## config.mk

```make
export PLATFORM = sky130hd
export DESIGN_NAME = pipe_ctrl
export DESIGN_NICKNAME = d
export VERILOG_FILES = /design/src/rtl/pipe_ctrl.sv
export SDC_FILE = /design/constraint.sdc
export NUM_CORES = 1
export LEC_CHECK = 0
export BUFFER_PORTS_ARGS = -buffer_cell sky130_fd_sc_hd__buf_2
export CORE_MARGIN = 2
export CORE_UTILIZATION = 46
export CTS_CLUSTER_SIZE = 25
export DETAILED_ROUTE_END_ITERATION = 8
export GPL_ROUTABILITY_DRIVEN = 0
export GPL_TIMING_DRIVEN = 1
export PLACE_DENSITY_LB_ADDON = 0.08
export SYNTH_ARGS = -nofsm -noshare
export SYNTH_HDL_FRONTEND = slang
export SYNTH_SLANG_ARGS = --single-unit
```

## constraint.sdc

```tcl
create_clock -name clk -period 2.19 [get_ports clk]
set_input_delay 0.219 -clock clk [delete_from_list [all_inputs] [get_ports clk]]
set_output_delay 0.219 -clock clk [all_outputs]
set_load 0.02 [all_outputs]
```

## src/rtl/pipe_ctrl.sv

```systemverilog
// Pipeline sequencing controller: merges ID/EX/MEM stall requests, runs the
// multi-cycle unit handshake with a watchdog, and sequences redirect flushes.
// Optional stalled-cycle counter enabled by defining PIPE_CTRL_STALL_CNT_EN.
module pipe_ctrl #(
  parameter int MC_TIMEOUT = 64
) (
  input  logic        clk,
  input  logic        rst,
  input  logic        stallreq_id,
  input  logic        ex_mc_req,
  input  logic        mc_done,
  input  logic        mem_busy,
  input  logic        flush_req,
  input  logic [31:0] flush_pc,
  output logic [5:0]  stall,
  output logic        flush,
  output logic [31:0] new_pc,
  output logic        mc_start,
  output logic        mc_cancel,
  output logic        timeout_err,
  output logic [31:0] stall_cnt
);

  localparam logic [5:0] STALL_NONE = 6'b000000;
  localparam logic [5:0] STALL_ID   = 6'b000111;
  localparam logic [5:0] STALL_EX   = 6'b001111;
  localparam logic [5:0] STALL_MEM  = 6'b011111;
  localparam logic [7:0] TMO        = 8'(MC_TIMEOUT);

  typedef enum logic [1:0] {
    RUN     = 2'd0,
    MC_WAIT = 2'd1,
    FLUSH   = 2'd2
  } state_e;

  state_e      state_q, state_d;
  logic [7:0]  wd_q, wd_d;
  logic        done_pend_q, done_pend_d;
  logic        flush_q, flush_d;
  logic [31:0] new_pc_q, new_pc_d;
  logic        mc_start_q, mc_start_d;
  logic        mc_cancel_q, mc_cancel_d;
  logic        timeout_err_q, timeout_err_d;
  logic        done_ok;
  logic        tmo_hit;

  // A done in the first MC_WAIT cycle coincides with mc_start and cannot be real.
  assign done_ok = (state_q == MC_WAIT) &&
                   ((mc_done && (wd_q != 8'd1)) || done_pend_q);
  assign tmo_hit = (state_q == MC_WAIT) && !done_ok && (wd_q == TMO);

  always_comb begin
    state_d       = state_q;
    wd_d          = wd_q;
    done_pend_d   = done_pend_q;
    flush_d       = 1'b0;
    new_pc_d      = new_pc_q;
    mc_start_d    = 1'b0;
    mc_cancel_d   = 1'b0;
    timeout_err_d = 1'b0;
    stall         = STALL_NONE;

    case (state_q)
      RUN: begin
        if (mem_busy) begin
          stall = STALL_MEM;
        end else if (ex_mc_req && !flush_req) begin
          stall = STALL_EX;
        end else if (stallreq_id) begin
          stall = STALL_ID;
        end
        if (ex_mc_req) begin
          state_d    = MC_WAIT;
          wd_d       = 8'd1;
          mc_start_d = 1'b1;
        end
      end

      MC_WAIT: begin
        if (mem_busy) begin
          stall = STALL_MEM;
        end else if (done_ok || tmo_hit) begin
          stall = STALL_NONE;
        end else begin
          stall = STALL_EX;
        end

        if (done_ok && !mem_busy) begin
          state_d     = RUN;
          wd_d        = 8'd0;
          done_pend_d = 1'b0;
        end else if (done_ok) begin
          // Result held until ex_mem can capture it; watchdog frozen meanwhile.
          done_pend_d = 1'b1;
        end else if (tmo_hit) begin
          state_d       = RUN;
          wd_d          = 8'd0;
          mc_cancel_d   = 1'b1;
          timeout_err_d = 1'b1;
        end else begin
          wd_d = wd_q + 8'd1;
        end
      end

      FLUSH: begin
        state_d = RUN;
      end

      default: begin
        state_d = RUN;
      end
    endcase

    // Redirect overrides everything decided above for the next cycle.
    if (flush_req) begin
      state_d       = FLUSH;
      flush_d       = 1'b1;
      new_pc_d      = flush_pc;
      mc_start_d    = 1'b0;
      timeout_err_d = 1'b0;
      mc_cancel_d   = (state_q == MC_WAIT);
      wd_d          = 8'd0;
      done_pend_d   = 1'b0;
    end

    if (rst) begin
      stall = STALL_NONE;
    end
  end

  always_ff @(posedge clk) begin
    if (rst) begin
      state_q       <= RUN;
      wd_q          <= 8'd0;
      done_pend_q   <= 1'b0;
      flush_q       <= 1'b0;
      new_pc_q      <= 32'h0000_0000;
      mc_start_q    <= 1'b0;
      mc_cancel_q   <= 1'b0;
      timeout_err_q <= 1'b0;
    end else begin
      state_q       <= state_d;
      wd_q          <= wd_d;
      done_pend_q   <= done_pend_d;
      flush_q       <= flush_d;
      new_pc_q      <= new_pc_d;
      mc_start_q    <= mc_start_d;
      mc_cancel_q   <= mc_cancel_d;
      timeout_err_q <= timeout_err_d;
    end
  end

  assign flush       = flush_q;
  assign new_pc      = new_pc_q;
  assign mc_start    = mc_start_q;
  assign mc_cancel   = mc_cancel_q;
  assign timeout_err = timeout_err_q;

`ifdef PIPE_CTRL_STALL_CNT_EN
  logic [31:0] stall_cnt_q, stall_cnt_d;

  // Saturating count of cycles in which the PC is held.
  always_comb begin
    stall_cnt_d = stall_cnt_q;
    if (stall[0] && (stall_cnt_q != 32'hFFFF_FFFF)) begin
      stall_cnt_d = stall_cnt_q + 32'd1;
    end
  end

  always_ff @(posedge clk) begin
    if (rst) begin
      stall_cnt_q <= 32'd0;
    end else begin
      stall_cnt_q <= stall_cnt_d;
    end
  end

  assign stall_cnt = stall_cnt_q;
`else
  assign stall_cnt = 32'd0;
`endif

endmodule

```

* After elaboration in Yosys (flattened, before gate mapping) *
Index checks and enable logic that the tools add are counted.

operators by class
  add/subtract/negate cells = 1
  equal/unequal tests = 9
  multiplexer cells = 27
  bitwise logic cells = 1
  reduce and logical (&&, ||, !) cells = 20

operators with widths
  operator                                               count
  two-way mux 8 bit                                      4
  one-hot mux 8 bit (2 select lines)                     1
  two-way mux 2 bit                                      5
  two-way mux 5 bit                                      2
  one-hot mux 5 bit (2 select lines)                     1
  two-way mux 1 bit                                      9
  AND reduction 3 bit                                    3
  adder 8 x 1 -> 8 bit, second input constant            1
  == test 8 x 7 -> 1 bit, second input constant          1
  two-way mux 4 bit                                      2
  inequality test 4 x 3 -> 1 bit, second input constant  2
  inequality test 8 x 1 -> 1 bit, second input constant  1
  logical AND 1 bit                                      6
  two-way mux 6 bit                                      1
  inequality test 3 x 2 -> 1 bit, second input constant  2
  one-hot mux 2 bit (2 select lines)                     1
  nonzero test 2 bit                                     2
  zero test 1 bit                                        3
  two-way mux 3 bit                                      1
  inequality test 3 bit, second input constant           1
  OR reduction 3 bit                                     1
  == test 2 x 1 -> 1 bit, second input constant          1
  zero test 2 bit                                        1
  logical OR 1 bit                                       2
  4 further kinds                                        4

storage, ports and cells
  register bits = 47
  input port bits = 39
  output and inout bits = 74
  word-level logic and storage cells = 67

* Depth between registers and ports, before layout *
  depth in word-level cells = 12
  depth in mapped cells = 7
  gate-level depth less buffers = 6

* Least setup slack after synthesis *
OpenSTA, ideal clock, no wires.

  path type = register to output
  start point = reg wd_q[1]
  end point = out stall[1]
  arrival = 1.964 ns
  data required time = 1.971 ns
  path slack = 0.007 ns
  cell stages (with the launch flop) = 8
  path buffers = 1
  cells stage by stage = dfxtp_1 > inv_1 > ha_1 > nor4b_4 > a21o_2 > a311oi_1 > a211oi_1 > buf_4

on the way
  longest elaborated chain between the ends = 12
  elaborated cells between the ends (all ways) = 13
  classes of those cells = eq/ne (2); mux (4); reduce/logical (7)

RTL lines
  what                                  line  source
  start, declared                       37    logic [7:0] wd_q, wd_d;
  start signal, assigned                143   wd_q <= wd_d;
  inequality test 8 x 1 -> 1 bit        49    ((mc_done && (wd_q != 8'd1)) || done_pend_q);
  logical AND 1 bit                     49
  logical OR 1 bit                      49
  logical AND 1 bit                     48    assign done_ok = (state_q == MC_WAIT) &&
  zero test 1 bit                       50    assign tmo_hit = (state_q == MC_WAIT) && !done_ok && (wd_q == TMO);
  logical AND 1 bit (2 in series)       50
  logical OR 1 bit *                    82    end else if (done_ok || tmo_hit) begin
  two-way mux 4 bit *                   82
  two-way mux 5 bit *                   80    if (mem_busy) begin
  one-hot mux 5 bit (2 select lines) *  63    case (state_q)
  two-way mux 6 bit *                   126   if (rst) begin
  end, declared                         15    output logic [5:0] stall,

Every way passes the cells marked *; elsewhere a longest branch is shown, timed or not.

* Final worst setup path *
  start point = reg wd_q[1]
  end point = out stall[0]

The elaborated chain is that of the path after synthesis.

==> results_tabular.tex <==
\begin{tabular}{lr}
\hline
Metric & Value \\
\hline
\multicolumn{2}{l}{\textbf{Outcome}} \\
\quad Result of the run & complete, no violations \\
\multicolumn{2}{l}{\textbf{Critical path}} \\
\quad R2r startpoint & wd\_q[1]\$\_SDFFE\_PP0P\_ \\
\quad Capturing element type of the critical path & output port \\
\quad Critical path launch point & wd\_q[1]\$\_SDFFE\_PP0P\_ \\
\quad R2r setup slk & 0.18 ns \\
\quad Levels on crit path & 7 \\
\quad Setup Crit Path Kind & flip-flop to output port \\
\quad Arrival time at the worst endpoint & 1.90 ns \\
\quad Critical path peak fanout & 3 \\
\quad Cell family with most CP delay & compound AO/OA/AOI/OAI gates \\
\quad Worst Path Required & 1.97 ns \\
\quad Critical path capture point & stall[0] \\
\quad Critical path cell sequence & inv\_2 > ha\_1 > nor4b\_4 > a21o\_2 > a311oi\_4 > a211oi\_4 > buf\_4 \\
\quad Worst r2r dst & wd\_q[6]\$\_SDFFE\_PP0P\_ \\
\quad Bufs and invs on worst path & 2 \\
\quad Reg2reg path depth & 10 \\
\quad CP max-delay cell & sky130\_fd\_sc\_hd\_\_a311oi\_4 \\
\quad Critical path launch point type & flip-flop \\
\quad Crit path largest cell delay & 0.37 ns \\
\multicolumn{2}{l}{\textbf{Detailed routing}} \\
\quad Average vias per placed instance & 4.68 \\
\quad Via Count & 1822 \\
\quad Remaining antenna violation count & 0 \\
\quad Number of optimization iterations in the first detailed-route pass & 4 \\
\quad Total wire length & 4.78 mm \\
\quad \# DRC & 0 \\
\quad Drt first-iter violations & 87 \\
\quad Average wire length per cell after detail routing & 12.3 um \\
\multicolumn{2}{l}{\textbf{Finish}} \\
\quad Post-route insts no fill & 389 \\
\quad Net count, final & 365 \\
\quad \# diodes & 0 \\
\quad Fill count & 446 \\
\quad Synthesis-to-layout area growth & 19.1\% \\
\quad Share of post-route cells with drive strength above 1 & 34.2\% \\
\multicolumn{2}{l}{\textbf{Timing}} \\
\quad Layout Skew & 0.00443 ns \\
\quad Final period demand of the worst path & 2.12 ns \\
\quad Worst hold margin & 0.156 ns \\
\quad \# setup viols final & 0 \\
\quad RSZ-0062 raised after global routing & true \\
\quad Final hold violations & 0 \\
\quad Total negative slack for setup checks & 0 ns \\
\quad Period utilization & 96.6\% \\
\quad Count of pins over their slew limit & 0 \\
\quad Fmax & 0.472 GHz \\
\multicolumn{2}{l}{\textbf{Global route}} \\
\quad First-pass GRT wire length & 7.38 mm \\
\quad Maximum number of pins on one net before global-route repair & 21 \\
\quad All-Layer GR Usage & 17.1\% \\
\quad Initial antenna violation count & 0 \\
\quad Total global routing overflow & 0 \\
\quad Vias in the first global route & 1598 \\
\multicolumn{2}{l}{\textbf{Placement}} \\
\quad Number of placed instances with taps included & 378 \\
\quad PortBufs & 79 \\
\quad DP Wirelength & 3.42 mm \\
\multicolumn{2}{l}{\textbf{Synth}} \\
\quad Ys flop type & sky130\_fd\_sc\_hd\_\_dfxtp\_1 \\
\quad Total standard cell area after synthesis & 2310 sq um \\
\quad Yosys warns & 0 \\
\quad Count of flip-flops with a built-in enable after synthesis & 0 \\
\quad Synth async-reset ratio & 0\% \\
\quad Number of distinct library cell variants in the gate-level netlist after synthesis & 43 \\
\quad Average cell area after synthesis & 9.51 sq um \\
\quad Number of cells produced by synthesis & 243 \\
\quad Sequential-to-total area share from yosys stat & 40.7\% \\
\quad Synth Register Bits & 47 \\
\multicolumn{2}{l}{\textbf{Min path}} \\
\quad Type of the worst min-delay path & input port to flip-flop \\
\multicolumn{2}{l}{\textbf{Die}} \\
\quad Boundary Pins & 113 \\
\quad Die Height & 74.9 um \\
\quad Row count & 25 \\
\quad Horizontal die dimension & 74.9 um \\
\quad Starting Density & 48.3\% \\
\quad Core area & 4790 sq um \\
\quad Total die area & 5600 sq um \\
\multicolumn{2}{l}{\textbf{Run}} \\
\quad Max-capacitance violation count & 0 \\
\multicolumn{2}{l}{\textbf{Clock network}} \\
\quad Buffers from clock root to sink, at most & 2 \\
\quad TritonCTS buffer count & 5 \\
\quad Number of sinks on the clock net & 47 \\
\quad Number of buffers inserted by hold repair at cts & 0 \\
\quad Skew-Pair Late Insertion Delay & 0.29 ns \\
\quad CTS root buf & sky130\_fd\_sc\_hd\_\_clkbuf\_8 \\
\quad Clock transition at the registers of the reported paths & 0.08 ns \\
\quad Clock H-tree levels & 2 \\
\quad CTS tree & built \\
\multicolumn{2}{l}{\textbf{Pwr}} \\
\quad Peak ir drop on the vdd network & 0.393 mV \\
\quad Cell Pwr Density & 628 nW/um\^{}2 \\
\quad Leak pwr & 1.36 nW \\
\hline
\end{tabular}
## sequential cells by signal, indices dropped and copies added (netlist names)
name,cells
wd_q,8
mc_start,1
flush,1
state_q,2
new_pc,32
mc_cancel,1
timeout_err,1
done_pend_q,1
## routing by layer
layer	vias to the layer above	track usage [%]	wire, um
li1	920	-	-
met1	808	22.7	2140
met2	88	26.5	2140
met3	6	5.89	440
met4	0	4.76	58
met5	-	0	0
## cell usage after synthesis (all sizes together), types with 3 or more instances
master / instances / area [sq um]
ha: 3 / 37.5
nand2: 9 / 33.8
buf: 46 / 343
nor3: 5 / 25.0
o221ai: 6 / 52.6
dfxtp: 47 / 941
nor2: 40 / 150
a211oi: 3 / 27.5
inv: 9 / 33.8
nor2b: 3 / 18.8
nand4: 5 / 37.5
mux2i: 32 / 320
nand2b: 3 / 18.8
nand3: 4 / 20.0
## worst register-to-register path, delay by kind of cell, from the launching register on
family / cells / cell delay, ns
adders and majority gates: 1 / 0.15
buffers and inverters: 5 / 0.50
and+or+nand+nor: 1 / 0.21
AOI/OAI and AO/OA: 3 / 0.69
DFF: 1 / 0.34
## through the flow
step                      cell area, sq um  power (mW)  util (%)  worst slack, ns
final                                 2750        1.73      57.5           0.0734
after global routing                  2750        1.82      57.5          -0.0215
after global placement                2600        1.25      54.2            0.237
after detailed placement              2600        1.25      54.2            0.176
after floorplan                       2430        1.20         -          0.00653
after CTS                             2720        1.75      56.9          0.00876
## logic make-up (layout without fill, tap and decap cells)
logic type | Yosys count | in the layout | synth area share [%]
DFF | 47 | 47 | 40.7
muxes | 32 | 32 | 13.9
and+or+nand+nor | 78 | 78 | 17.4
buffers and inverters | 57 | 104 | 16.6
adders and majority gates | 3 | 3 | 1.63
other | 1 | 33 | 0.162
AOI/OAI and AO/OA | 25 | 25 | 9.53
## worst min path at each step
stage / from / endpoint / slack [ns] / cells after the start
after floorplan: flush_pc[0] / new_pc[0]$_SDFFE_PP0P_ / 0.37 / 2
after global placement: flush_pc[14] / new_pc[14]$_SDFFE_PP0P_ / 0.45 / 3
after detailed placement: flush_pc[16] / new_pc[16]$_SDFFE_PP0P_ / 0.46 / 3
after CTS: flush_pc[19] / new_pc[19]$_SDFFE_PP0P_ / 0.14 / 3
after global routing: flush_pc[17] / new_pc[17]$_SDFFE_PP0P_ / 0.15 / 3
final: flush_pc[8] / new_pc[8]$_SDFFE_PP0P_ / 0.16 / 3
## area by class of cell
cell class,count,area [sq um],area share [%]
Clock buffer,5,68.8,2.50
Clock inverter,1,7.51,0.273
Inverter,9,33.8,1.23
Multi-Input combinational cell,171,1130,41.3
Sequential cell,47,943,34.3
Tap cell,67,83.8,3.05
Timing Repair Buffer,89,478,17.4
## cells in the final DEF, fill, tap and decap left out, types with 2 or more instances in the layout
cell | Yosys | routed
sky130_fd_sc_hd__clkbuf_8 | 0 | 5
sky130_fd_sc_hd__nand4_1 | 4 | 4
sky130_fd_sc_hd__o2111ai_1 | 2 | 2
sky130_fd_sc_hd__ha_1 | 3 | 3
sky130_fd_sc_hd__conb_1 | 1 | 33
sky130_fd_sc_hd__buf_2 | 4 | 76
sky130_fd_sc_hd__mux2i_1 | 32 | 32
sky130_fd_sc_hd__nand2b_1 | 3 | 3
sky130_fd_sc_hd__nor2b_1 | 3 | 3
sky130_fd_sc_hd__and2_1 | 2 | 2
sky130_fd_sc_hd__o21ai_0 | 2 | 2
sky130_fd_sc_hd__o221ai_1 | 6 | 6
sky130_fd_sc_hd__nand2_1 | 9 | 9
sky130_fd_sc_hd__nor3_1 | 5 | 5
sky130_fd_sc_hd__inv_1 | 9 | 8
sky130_fd_sc_hd__nand3_1 | 4 | 4
sky130_fd_sc_hd__dfxtp_1 | 47 | 45
sky130_fd_sc_hd__dfxtp_2 | 0 | 2
sky130_fd_sc_hd__buf_4 | 37 | 13
sky130_fd_sc_hd__a21oi_1 | 2 | 2
sky130_fd_sc_hd__nor2_1 | 40 | 40
## power breakdown
group          leakage, nW  internal [mW]  switching, mW
registers            0.387          0.894         0.0220
clock network       0.0361          0.212          0.271
logic                0.940          0.119          0.211
## what timing repair did
item,4_1_cts,5_1_grt
buffers inserted,4,1
gates resized for setup,7,3
pin swaps,2,2
endpoints found under the setup margin,3,3
endpoints found under the hold margin,0,0
No activity file was read; power rests on OpenSTA's default activity.
